[config.mk]
export PLATFORM = sky130hd
export DESIGN_NAME = scs8hd_o41ai_bist
export DESIGN_NICKNAME = d
export VERILOG_FILES = /design/src/rtl/scs8hd_bist_pkg.sv /design/src/rtl/scs8hd_o41ai_model.sv /design/src/rtl/scs8hd_o41ai_bist.sv
export SDC_FILE = /design/constraint.sdc
export NUM_CORES = 1
export LEC_CHECK = 0
export CELL_PAD_IN_SITES_DETAIL_PLACEMENT = 1
export CELL_PAD_IN_SITES_GLOBAL_PLACEMENT = 1
export CORE_AREA = 2 2 66 68
export CTS_CLUSTER_SIZE = 20
export DETAILED_ROUTE_END_ITERATION = 12
export DIE_AREA = 0 0 68 70
export PLACE_DENSITY = 0.77
export SLEW_MARGIN = 20
export SYNTH_ARGS = -nofsm -noshare
export SYNTH_HDL_FRONTEND = slang
export SYNTH_HIERARCHICAL = 1
export SYNTH_SLANG_ARGS = --single-unit
[constraint.sdc]
create_clock -name CLK -period 3.1 [get_ports CLK]
set_input_delay 0.775 -clock CLK [delete_from_list [all_inputs] [get_ports CLK]]
set_output_delay 0.775 -clock CLK [all_outputs]
set_load 0.05 [all_outputs]
[src/rtl/scs8hd_bist_pkg.sv]
// Shared types and sizing for the o41ai built-in self-test controller.
package scs8hd_bist_pkg;

  localparam int unsigned NUM_VEC = 32;
  localparam int unsigned VEC_W   = 5;
  localparam int unsigned ERR_W   = 6;
  localparam int unsigned CNT_W   = 4;
  localparam int unsigned ERR_MAX = 32;

  typedef enum logic [2:0] {
    IDLE,
    DRIVE,
    SETTLE,
    SAMPLE,
    FIN
  } bist_state_e;

  // Stimulus word; the packed order matches the vector index bits.
  typedef struct packed {
    logic b1;
    logic a4;
    logic a3;
    logic a2;
    logic a1;
  } o41ai_vec_t;

endpackage

[src/rtl/scs8hd_o41ai_model.sv]
// Golden o41ai function: Y = !(B1 & (A1 | A2 | A3 | A4)).
module scs8hd_o41ai_model (
  input  logic A1,
  input  logic A2,
  input  logic A3,
  input  logic A4,
  input  logic B1,
  output logic Y_EXP
);

  assign Y_EXP = ~(B1 & (A1 | A2 | A3 | A4));

endmodule

[src/rtl/scs8hd_o41ai_bist.sv]
// Exhaustive 32-vector self-test of an o41ai cell: drive, settle, sample, count mismatches.
module scs8hd_o41ai_bist
  import scs8hd_bist_pkg::*;
#(
  parameter int unsigned SETTLE_CYCLES = 2
) (
  input  logic             CLK,
  input  logic             RESETB,
  input  logic             START,
  input  logic             Y_DUT,
  output logic             A1,
  output logic             A2,
  output logic             A3,
  output logic             A4,
  output logic             B1,
  output logic             BUSY,
  output logic             DONE,
  output logic             PASS,
  output logic [ERR_W-1:0] ERR_CNT,
  output logic [VEC_W-1:0] FAIL_VEC
);

  localparam logic [CNT_W-1:0] SETTLE_LD = CNT_W'(SETTLE_CYCLES);

  bist_state_e      state_q,  state_d;
  logic [VEC_W-1:0] idx_q,    idx_d;
  logic [CNT_W-1:0] settle_q, settle_d;
  o41ai_vec_t       stim_q,   stim_d;
  logic             busy_q,   busy_d;
  logic             done_q,   done_d;
  logic             pass_q,   pass_d;
  logic [ERR_W-1:0] err_q,    err_d;
  logic [VEC_W-1:0] fail_q,   fail_d;
  logic             y_exp;

  scs8hd_o41ai_model u_model (
    .A1    (stim_q.a1),
    .A2    (stim_q.a2),
    .A3    (stim_q.a3),
    .A4    (stim_q.a4),
    .B1    (stim_q.b1),
    .Y_EXP (y_exp)
  );

  always_ff @(posedge CLK or negedge RESETB) begin
    if (!RESETB) begin
      state_q  <= IDLE;
      idx_q    <= '0;
      settle_q <= '0;
      stim_q   <= '0;
      busy_q   <= 1'b0;
      done_q   <= 1'b0;
      pass_q   <= 1'b0;
      err_q    <= '0;
      fail_q   <= '0;
    end else begin
      state_q  <= state_d;
      idx_q    <= idx_d;
      settle_q <= settle_d;
      stim_q   <= stim_d;
      busy_q   <= busy_d;
      done_q   <= done_d;
      pass_q   <= pass_d;
      err_q    <= err_d;
      fail_q   <= fail_d;
    end
  end

  always_comb begin
    state_d  = state_q;
    idx_d    = idx_q;
    settle_d = settle_q;
    stim_d   = stim_q;
    busy_d   = busy_q;
    done_d   = 1'b0;
    pass_d   = pass_q;
    err_d    = err_q;
    fail_d   = fail_q;

    unique case (state_q)
      IDLE: begin
        if (START) begin
          state_d = DRIVE;
          idx_d   = '0;
          err_d   = '0;
          fail_d  = '0;
          pass_d  = 1'b0;
          busy_d  = 1'b1;
        end
      end
      DRIVE: begin
        stim_d = o41ai_vec_t'(idx_q);
        if (SETTLE_CYCLES == 0) begin
          state_d = SAMPLE;
        end else begin
          state_d  = SETTLE;
          settle_d = SETTLE_LD;
        end
      end
      SETTLE: begin
        if (settle_q <= CNT_W'(1)) begin
          settle_d = '0;
          state_d  = SAMPLE;
        end else begin
          settle_d = settle_q - CNT_W'(1);
        end
      end
      SAMPLE: begin
        // First mismatch of the run is the one seen while the count is still zero.
        if (Y_DUT != y_exp) begin
          if (err_q != ERR_W'(ERR_MAX)) err_d = err_q + ERR_W'(1);
          if (err_q == '0) fail_d = idx_q;
        end
        if (idx_q == VEC_W'(NUM_VEC - 1)) begin
          state_d = FIN;
        end else begin
          idx_d   = idx_q + VEC_W'(1);
          state_d = DRIVE;
        end
      end
      FIN: begin
        done_d  = 1'b1;
        busy_d  = 1'b0;
        pass_d  = (err_q == '0);
        state_d = IDLE;
      end
      default: state_d = IDLE;
    endcase
  end

  assign {B1, A4, A3, A2, A1} = stim_q;
  assign BUSY     = busy_q;
  assign DONE     = done_q;
  assign PASS     = pass_q;
  assign ERR_CNT  = err_q;
  assign FAIL_VEC = fail_q;

endmodule

==> results of run 1 <==
-- kinds of logic after synthesis --
family | Yosys count
AOI/OAI and AO/OA | 48
and+or+nand+nor | 37
DFF | 31
buffers and inverters | 13
muxes | 7
adders and majority gates | 6
xor gates and xnor gates | 2
-- cell usage in the layout (no fill, tap or decap), types with 2 or more instances in the layout --
master | Yosys | layout
a211oi_1 | 3 | 3
nand2_1 | 6 | 6
nor2_1 | 6 | 6
nand3_1 | 4 | 4
mux2_2 | 7 | 7
a21o_1 | 4 | 4
nor3_1 | 3 | 3
or3_1 | 2 | 2
dfrtp_1 | 31 | 31
a22o_1 | 8 | 8
clkbuf_1 | 2 | 2
clkdlybuf4s50_1 | 0 | 22
inv_1 | 9 | 9
a21oi_1 | 10 | 10
ha_1 | 6 | 6
clkbuf_8 | 0 | 5
and2_1 | 3 | 3
o21ai_0 | 15 | 15
nand3b_1 | 3 | 3
-- layer usage --
metal | up-vias | wire (µm) | global-route usage
met5 | - | 0 | 0
met4 | 0 | 63 | 0.0622
met3 | 8 | 135 | 0.0692
met2 | 18 | 1920 | 0.292
met1 | 629 | 1590 | 0.222
li1 | 580 | - | -
-- synthesized netlist by cell type, types with 2 or more instances --
library cell	instances	area [µm²]
dfrtp_1	31	776
o21ai_0	15	75.1
a21oi_1	10	50.1
inv_1	9	33.8
a22o_1	8	70.1
mux2_2	7	78.8
ha_1	6	75.1
nand2_1	6	22.5
nor2_1	6	22.5
a21o_1	4	30.0
nand3_1	4	20.0
a211oi_1	3	22.5
and2_1	3	18.8
nand3b_1	3	22.5
nor3_1	3	15.0
clkbuf_1	2	7.51
or3_1	2	12.5
-- where the power goes --
| part | internal [mW] | total [mW] | switching [mW] |
|---|---|---|---|
| clock | 0.157 | 0.304 | 0.146 |
| sequential | 0.515 | 0.689 | 0.175 |
| combinational | 0.311 | 0.792 | 0.481 |
| total | 0.982 | 1.78 | 0.802 |
-- how the worst max path moves through the flow --
| stage | startpoint | end | cells after the start |
|---|---|---|---|
| 6_report | ERR_CNT[0] | ERR_CNT[0] | 1 |
| 5_1_grt | ERR_CNT[0] | ERR_CNT[0] | 1 |
| 4_1_cts | ERR_CNT[0] | ERR_CNT[0] | 1 |
| 3_5_place_dp | START | idx_q[3] | 5 |
| 3_3_place_gp | START | idx_q[3] | 5 |
| 2_1_floorplan | A2 | ERR_CNT[0] | 5 |
-- registers in the layout, indices dropped and copies added, names as in the netlist --
register / count
A1: 1
A2: 1
A3: 1
A4: 1
B1: 1
BUSY: 1
DONE: 1
ERR_CNT: 6
FAIL_VEC: 5
PASS: 1
idx_q: 5
settle_q: 4
state_q: 3
-- per-stage QoR --
stage          setup WS (ps)  instances
6_report                 765        223
5_1_grt                  691        223
4_1_cts                  754        223
3_5_place_dp             603        215
3_3_place_gp             649        215
2_1_floorplan           1070        144
-- layout make-up --
cell class | count | share of cell area
clock buffer | 7 | 0.0401
clock inverter | 1 | 0.00263
inverter | 9 | 0.0177
multi-input combinational | 100 | 0.378
sequential | 31 | 0.407
tap | 52 | 0.0342
timing repair buffer | 23 | 0.120
==> metrics.md, run 1 <==
| Metric | Value |
|---|---|
| Outcome | `completed` |
| Synth Area in Compound Gates | `0.206` |
| Clock Skew | `roughly 9.1 ps` |
| Tcrit/Tclk final | `0.753` |
| Setup repair after global routing missed its margin | `no` |
| Via count | `1235` |
| Lkg Pwr | `roughly 0.84 nW` |
| Worst path bufs/invs | `1` |
| #FFs+latches synth | `31` |
| Final core occ | `0.460` |
| Final min period | `2330 ps` |
| Sequential area share after synthesis | `0.498` |
| Die area | `4760 µm²` |
| Syn. warnings | `6` |
| Global-route wire length before repair | `approximately 6400 µm` |
| Ratio of cells with drive above 1 in the final layout | `0.111` |
| Async SR Flop Fraction | `1.00` |
| Hold EP | `BUSY` |
| Max Transition Viols Final | `0` |
| Worst hold path depth | `1` |
| # IOs | `23` |
| Die Ht | `70 µm` |
| Clock sink count | `31` |
| Synthesis-to-layout area growth | `22.3%` |
| Initial antenna violation count | `0` |
| Startpoint Class | `flop` |
| R2R Setup Slk | `1000 ps` |
| Post-CTS Setup Inserts | `0` |
| Total CTS buffers | `5` |
| Final ANT Viol Nets | `0` |
| Relative slew slack | `0.508` |
| Iteration count of the initial detailed-routing pass | `4` |
| Critical path class | `reg -> out` |
| Buffers added on ports | `22` |
| Syn Nets | `154` |
| CTS tree | `built` |
| Avg WL per Cell | `16.6 µm` |
| Hold path start | `BUSY` |
| DRT iter0 DRCs | `52` |
| Req. time, crit path | `roughly 2300 ps` |
| Max IR drop VDD | `0.449 mV` |
| Synthesized instance count | `144` |
| Worst r2r dst | `ERR_CNT[4]` |
| GRT Resource Usage Total | `0.183` |
| FILL cells | `459` |
| Top_reg_cell synth | `dfrtp_1` |
| Synth Area in XOR/XNOR | `0.0113` |
| Worst hold-check path type | `reg -> reg` |
| Root buffer cell | `clkbuf_8` |
| Cell area after synthesis | `1560 µm²` |
| HPWL Detailed | `about 2700 µm` |
| Achievable Freq | `roughly 430 MHz` |
| # diodes | `0` |
| Max cap viols | `0` |
| Post-synth EDFFs | `0` |
| Post-DP Area | `1820 µm²` |
| Simple-gate share of the synthesized area | `0.147` |
| CORE AREA | `4140 µm²` |
| Largest net degree at the start of global routing | `32` |
| Placer Congestion | `0.779` |
| Pwr dens | `937 nW/µm²` |
| Design Area, Final | `1900 µm²` |
| Slowest stage cell, crit path | `clkdlybuf4s50_1` |
| # setup viols final | `0` |
| Remaining Overflow, GRT | `0` |
| Largest family of logic cells by synthesized area | `compound AO/OA/AOI/OAI gates` |
| H-tree depth | `2` |
| Syn_area_per_cell | `10.8 µm²` |
| Num rows | `24` |
| Final Power | `1.78 mW` |
| Vias in the first global route | `about 1300` |
| Area of the multi-input gates | `721 µm²` |
| Mux cell area share after synthesis | `0.0506` |
| Clk pin slew, worst setup/hold paths | `70 ps` |
| Final hold viol count | `0` |
| Crit end category | `output port` |
| CP Max Fanout | `6` |
| Via density | `around 5.5` |
| Die X | `68 µm` |
| Register-to-Register Path Depth | `4` |
| Worst-margin pin slew | `728 ps` |
| WHS | `480 ps` |
| Starting Density | `0.376` |
| FF+latch area | `roughly 780 µm²` |
| Post-synthesis adder-cell area fraction | `0.0482` |
| Hold buffer count at CTS | `0` |
| Nets@finish | `180` |
| Crit-path cells | `clkdlybuf4s50_1` |
| Routed WL | `3710 µm` |
| Clk Latency, worst-skew pair | `290 ps` |
| Arrival time at the worst endpoint | `1560 ps` |
| Post_cts resized | `0` |
| CP delay by family, top | `buffers and inverters` |
| DR DRC count | `0` |
| Clk buf depth | `2` |
| Final TNS setup | `0 ps` |
| Yosys cell types | `39` |
| R2R Path Start | `state_q[0]` |
| Critical Path Max Stage Delay | `830 ps` |
Note: power is estimated with default switching activity, not from simulation.
==> run 2, diff against run 1 <==
--- a/config.mk
+++ b/config.mk
@@ -7,11 +7,11 @@
 export LEC_CHECK = 0
 export CELL_PAD_IN_SITES_DETAIL_PLACEMENT = 1
 export CELL_PAD_IN_SITES_GLOBAL_PLACEMENT = 1
-export CORE_AREA = 2 2 66 68
+export CORE_AREA = 2 2 68 70
 export CTS_CLUSTER_SIZE = 20
 export DETAILED_ROUTE_END_ITERATION = 12
-export DIE_AREA = 0 0 68 70
-export PLACE_DENSITY = 0.77
+export DIE_AREA = 0 0 70 72
+export PLACE_DENSITY = 0.76
 export SLEW_MARGIN = 20
 export SYNTH_ARGS = -nofsm -noshare
 export SYNTH_HDL_FRONTEND = slang
==> constraint.sdc (replaced) <==
create_clock -name CLK -period 2 [get_ports CLK]
set_input_delay 0.5 -clock CLK [delete_from_list [all_inputs] [get_ports CLK]]
set_output_delay 0.5 -clock CLK [all_outputs]
set_load 0.05 [all_outputs]
==> metrics.md, run 2 (synthesis results as in run 1) <==
| Metric | Value |
|---|---|
| Initial antenna violation count | `0` |
| Achievable Freq | `516 MHz` |
| Met1 Wirelength | `1810 µm` |
| Placed cells | `228` |
| Metal2 WL | `about 2000 µm` |
| Req. time, crit path | `2210 ps` |
| GRT Resource Usage Total | `0.173` |
| Final hold viol count | `0` |
| Startpoint Class | `flop` |
| Clock sink count | `31` |
| Total CTS buffers | `5` |
| Via density | `around 5.5` |
| Avg WL per Cell | `between 15 and 20 µm` |
| Worst hold-check path type | `reg -> reg` |
| Clk pin slew, worst setup/hold paths | `about 70 ps` |
| HPWL Detailed | `2970 µm` |
| Top Metal Used | `met4` |
| Hold buffer count at CTS | `0` |
| Arrival time at the worst endpoint | `roughly 2200 ps` |
| Ratio of cells with drive above 1 in the final layout | `0.312` |
| DR DRC count | `0` |
| Pre-CTS setup slack | `-200 ps` |
| Fin cells | `238` |
| Iteration count of the initial detailed-routing pass | `4` |
| Global-route wire length before repair | `6910 µm` |
| Starting Density | `0.365` |
| Area of the multi-input gates | `748 µm²` |
| Outcome | `completed` |
| Worst-margin pin slew | `500 ps` |
| # setup viols final | `0` |
| Relative slew slack | `0.666` |
| Num rows | `24` |
| DRT iter0 DRCs | `51` |
| Clk buf depth | `2` |
| Max cap viols | `0` |
| Remaining Overflow, GRT | `0` |
| CORE AREA | `4260 µm²` |
| Buffers added on ports | `22` |
| Placer Congestion | `0.694` |
| # diodes | `0` |
| # IOs | `23` |
| Die area | `approximately 5000 µm²` |
| Largest register FFs | `6` |
| Commonest non-fill, non-tap cell in the layout | `buf_4` |
| Tcrit/Tclk final | `0.970` |
| Commonest non-fill, non-tap cells in the layout | `buf_4 (33), dfrtp_1 (30), o21ai_0 (15)` |
| Nets@finish | `195` |
| Fin worst setup slack | `60.1 ps` |
| Die X | `70 µm` |
| Max Transition Viols Final | `0` |
| Pwr dens | `1530 nW/µm²` |
| FILL cells | `489` |
| Crit end category | `flop` |
| Die Ht | `72 µm` |
| Clk Latency, worst-skew pair | `280 ps` |
| CP Max Fanout | `4` |
| FF+latch area | `777 µm²` |
| Routed WL | `4020 µm` |
| Final min period | `1940 ps` |
| Max IR drop VDD | `0.736 mV` |
| Largest net degree at the start of global routing | `32` |
| Vias in the first global route | `1493` |
| CTS tree | `built` |
| H-tree depth | `2` |
| Synthesis-to-layout area growth | `31.2%` |
| Via count | `1310` |
| Met3 Routed Length | `126 µm` |
| Final ANT Viol Nets | `0` |
| Clock Skew | `around 6.4 ps` |
| Setup repair after global routing missed its margin | `yes` |
| Critical path class | `reg -> reg` |
| Lkg Pwr | `0.977 nW` |
| Root buffer cell | `clkbuf_8` |
## run 2: what timing repair did
action                     4_1_cts  5_1_grt
setup buffers                    0        2
gates resized for setup          0        5
setup endpoints to repair        2       13
pin swaps                        2        5
## run 2: cell type report
class / instances / share of cell area
multi-input cells: 100 / 0.366
inverters: 9 / 0.0165
clock buffers: 6 / 0.0404
flip-flops and latches: 31 / 0.381
repair buffers: 38 / 0.147
well taps: 52 / 0.0319
clock inverters: 2 / 0.0172
## run 2: report_power, final
part | internal (mW) | switching, mW | leakage (nW)
Clock | 0.403 | 0.237 | 0.0612
Sequential | 0.799 | 0.232 | 0.410
Combinational | 0.593 | 0.854 | 0.506
## run 2: worst max-delay path, stage by stage (launching register included)
cell and delay, ps:
dfrtp_1 400, ha_2 200, and3_1 190, ha_2 180, nand3b_1 170, a21o_1 240, or3_1 350, a21oi_1 130
## run 2: worst paths after layout
| path | start | cells after the start | slack, ps | end |
|---|---|---|---|---|
| max reg2reg | idx_q[1] | 7 | 60 | idx_q[3] |
| min | BUSY | 1 | 480 | BUSY |
| max | idx_q[1] | 7 | 60 | idx_q[3] |
| max in group asynchronous | RESETB | 2 | 1080 | A2 |
| min reg2reg | BUSY | 1 | 480 | BUSY |
| min in group asynchronous | RESETB | 2 | 610 | settle_q[3] |
## run 2: metrics by stage
stage	hold slack, ps	instance area, µm²	power, mW	util	TNS [ps]
after floorplan	204	1570	1.95	-	0
after global placement	464	1890	2.37	0.443	-660
after detailed placement	474	1890	2.45	0.443	-1330
after CTS	489	2010	3.11	0.471	0
after global routing	504	2040	3.33	0.479	-4.78
final	483	2040	3.12	0.479	0
## run 2: routing by layer
metal	GRT usage	up-vias
li1	-	612
met1	0.203	668
met2	0.304	22
met3	0.0431	8
met4	0.0705	0
met5	0	-
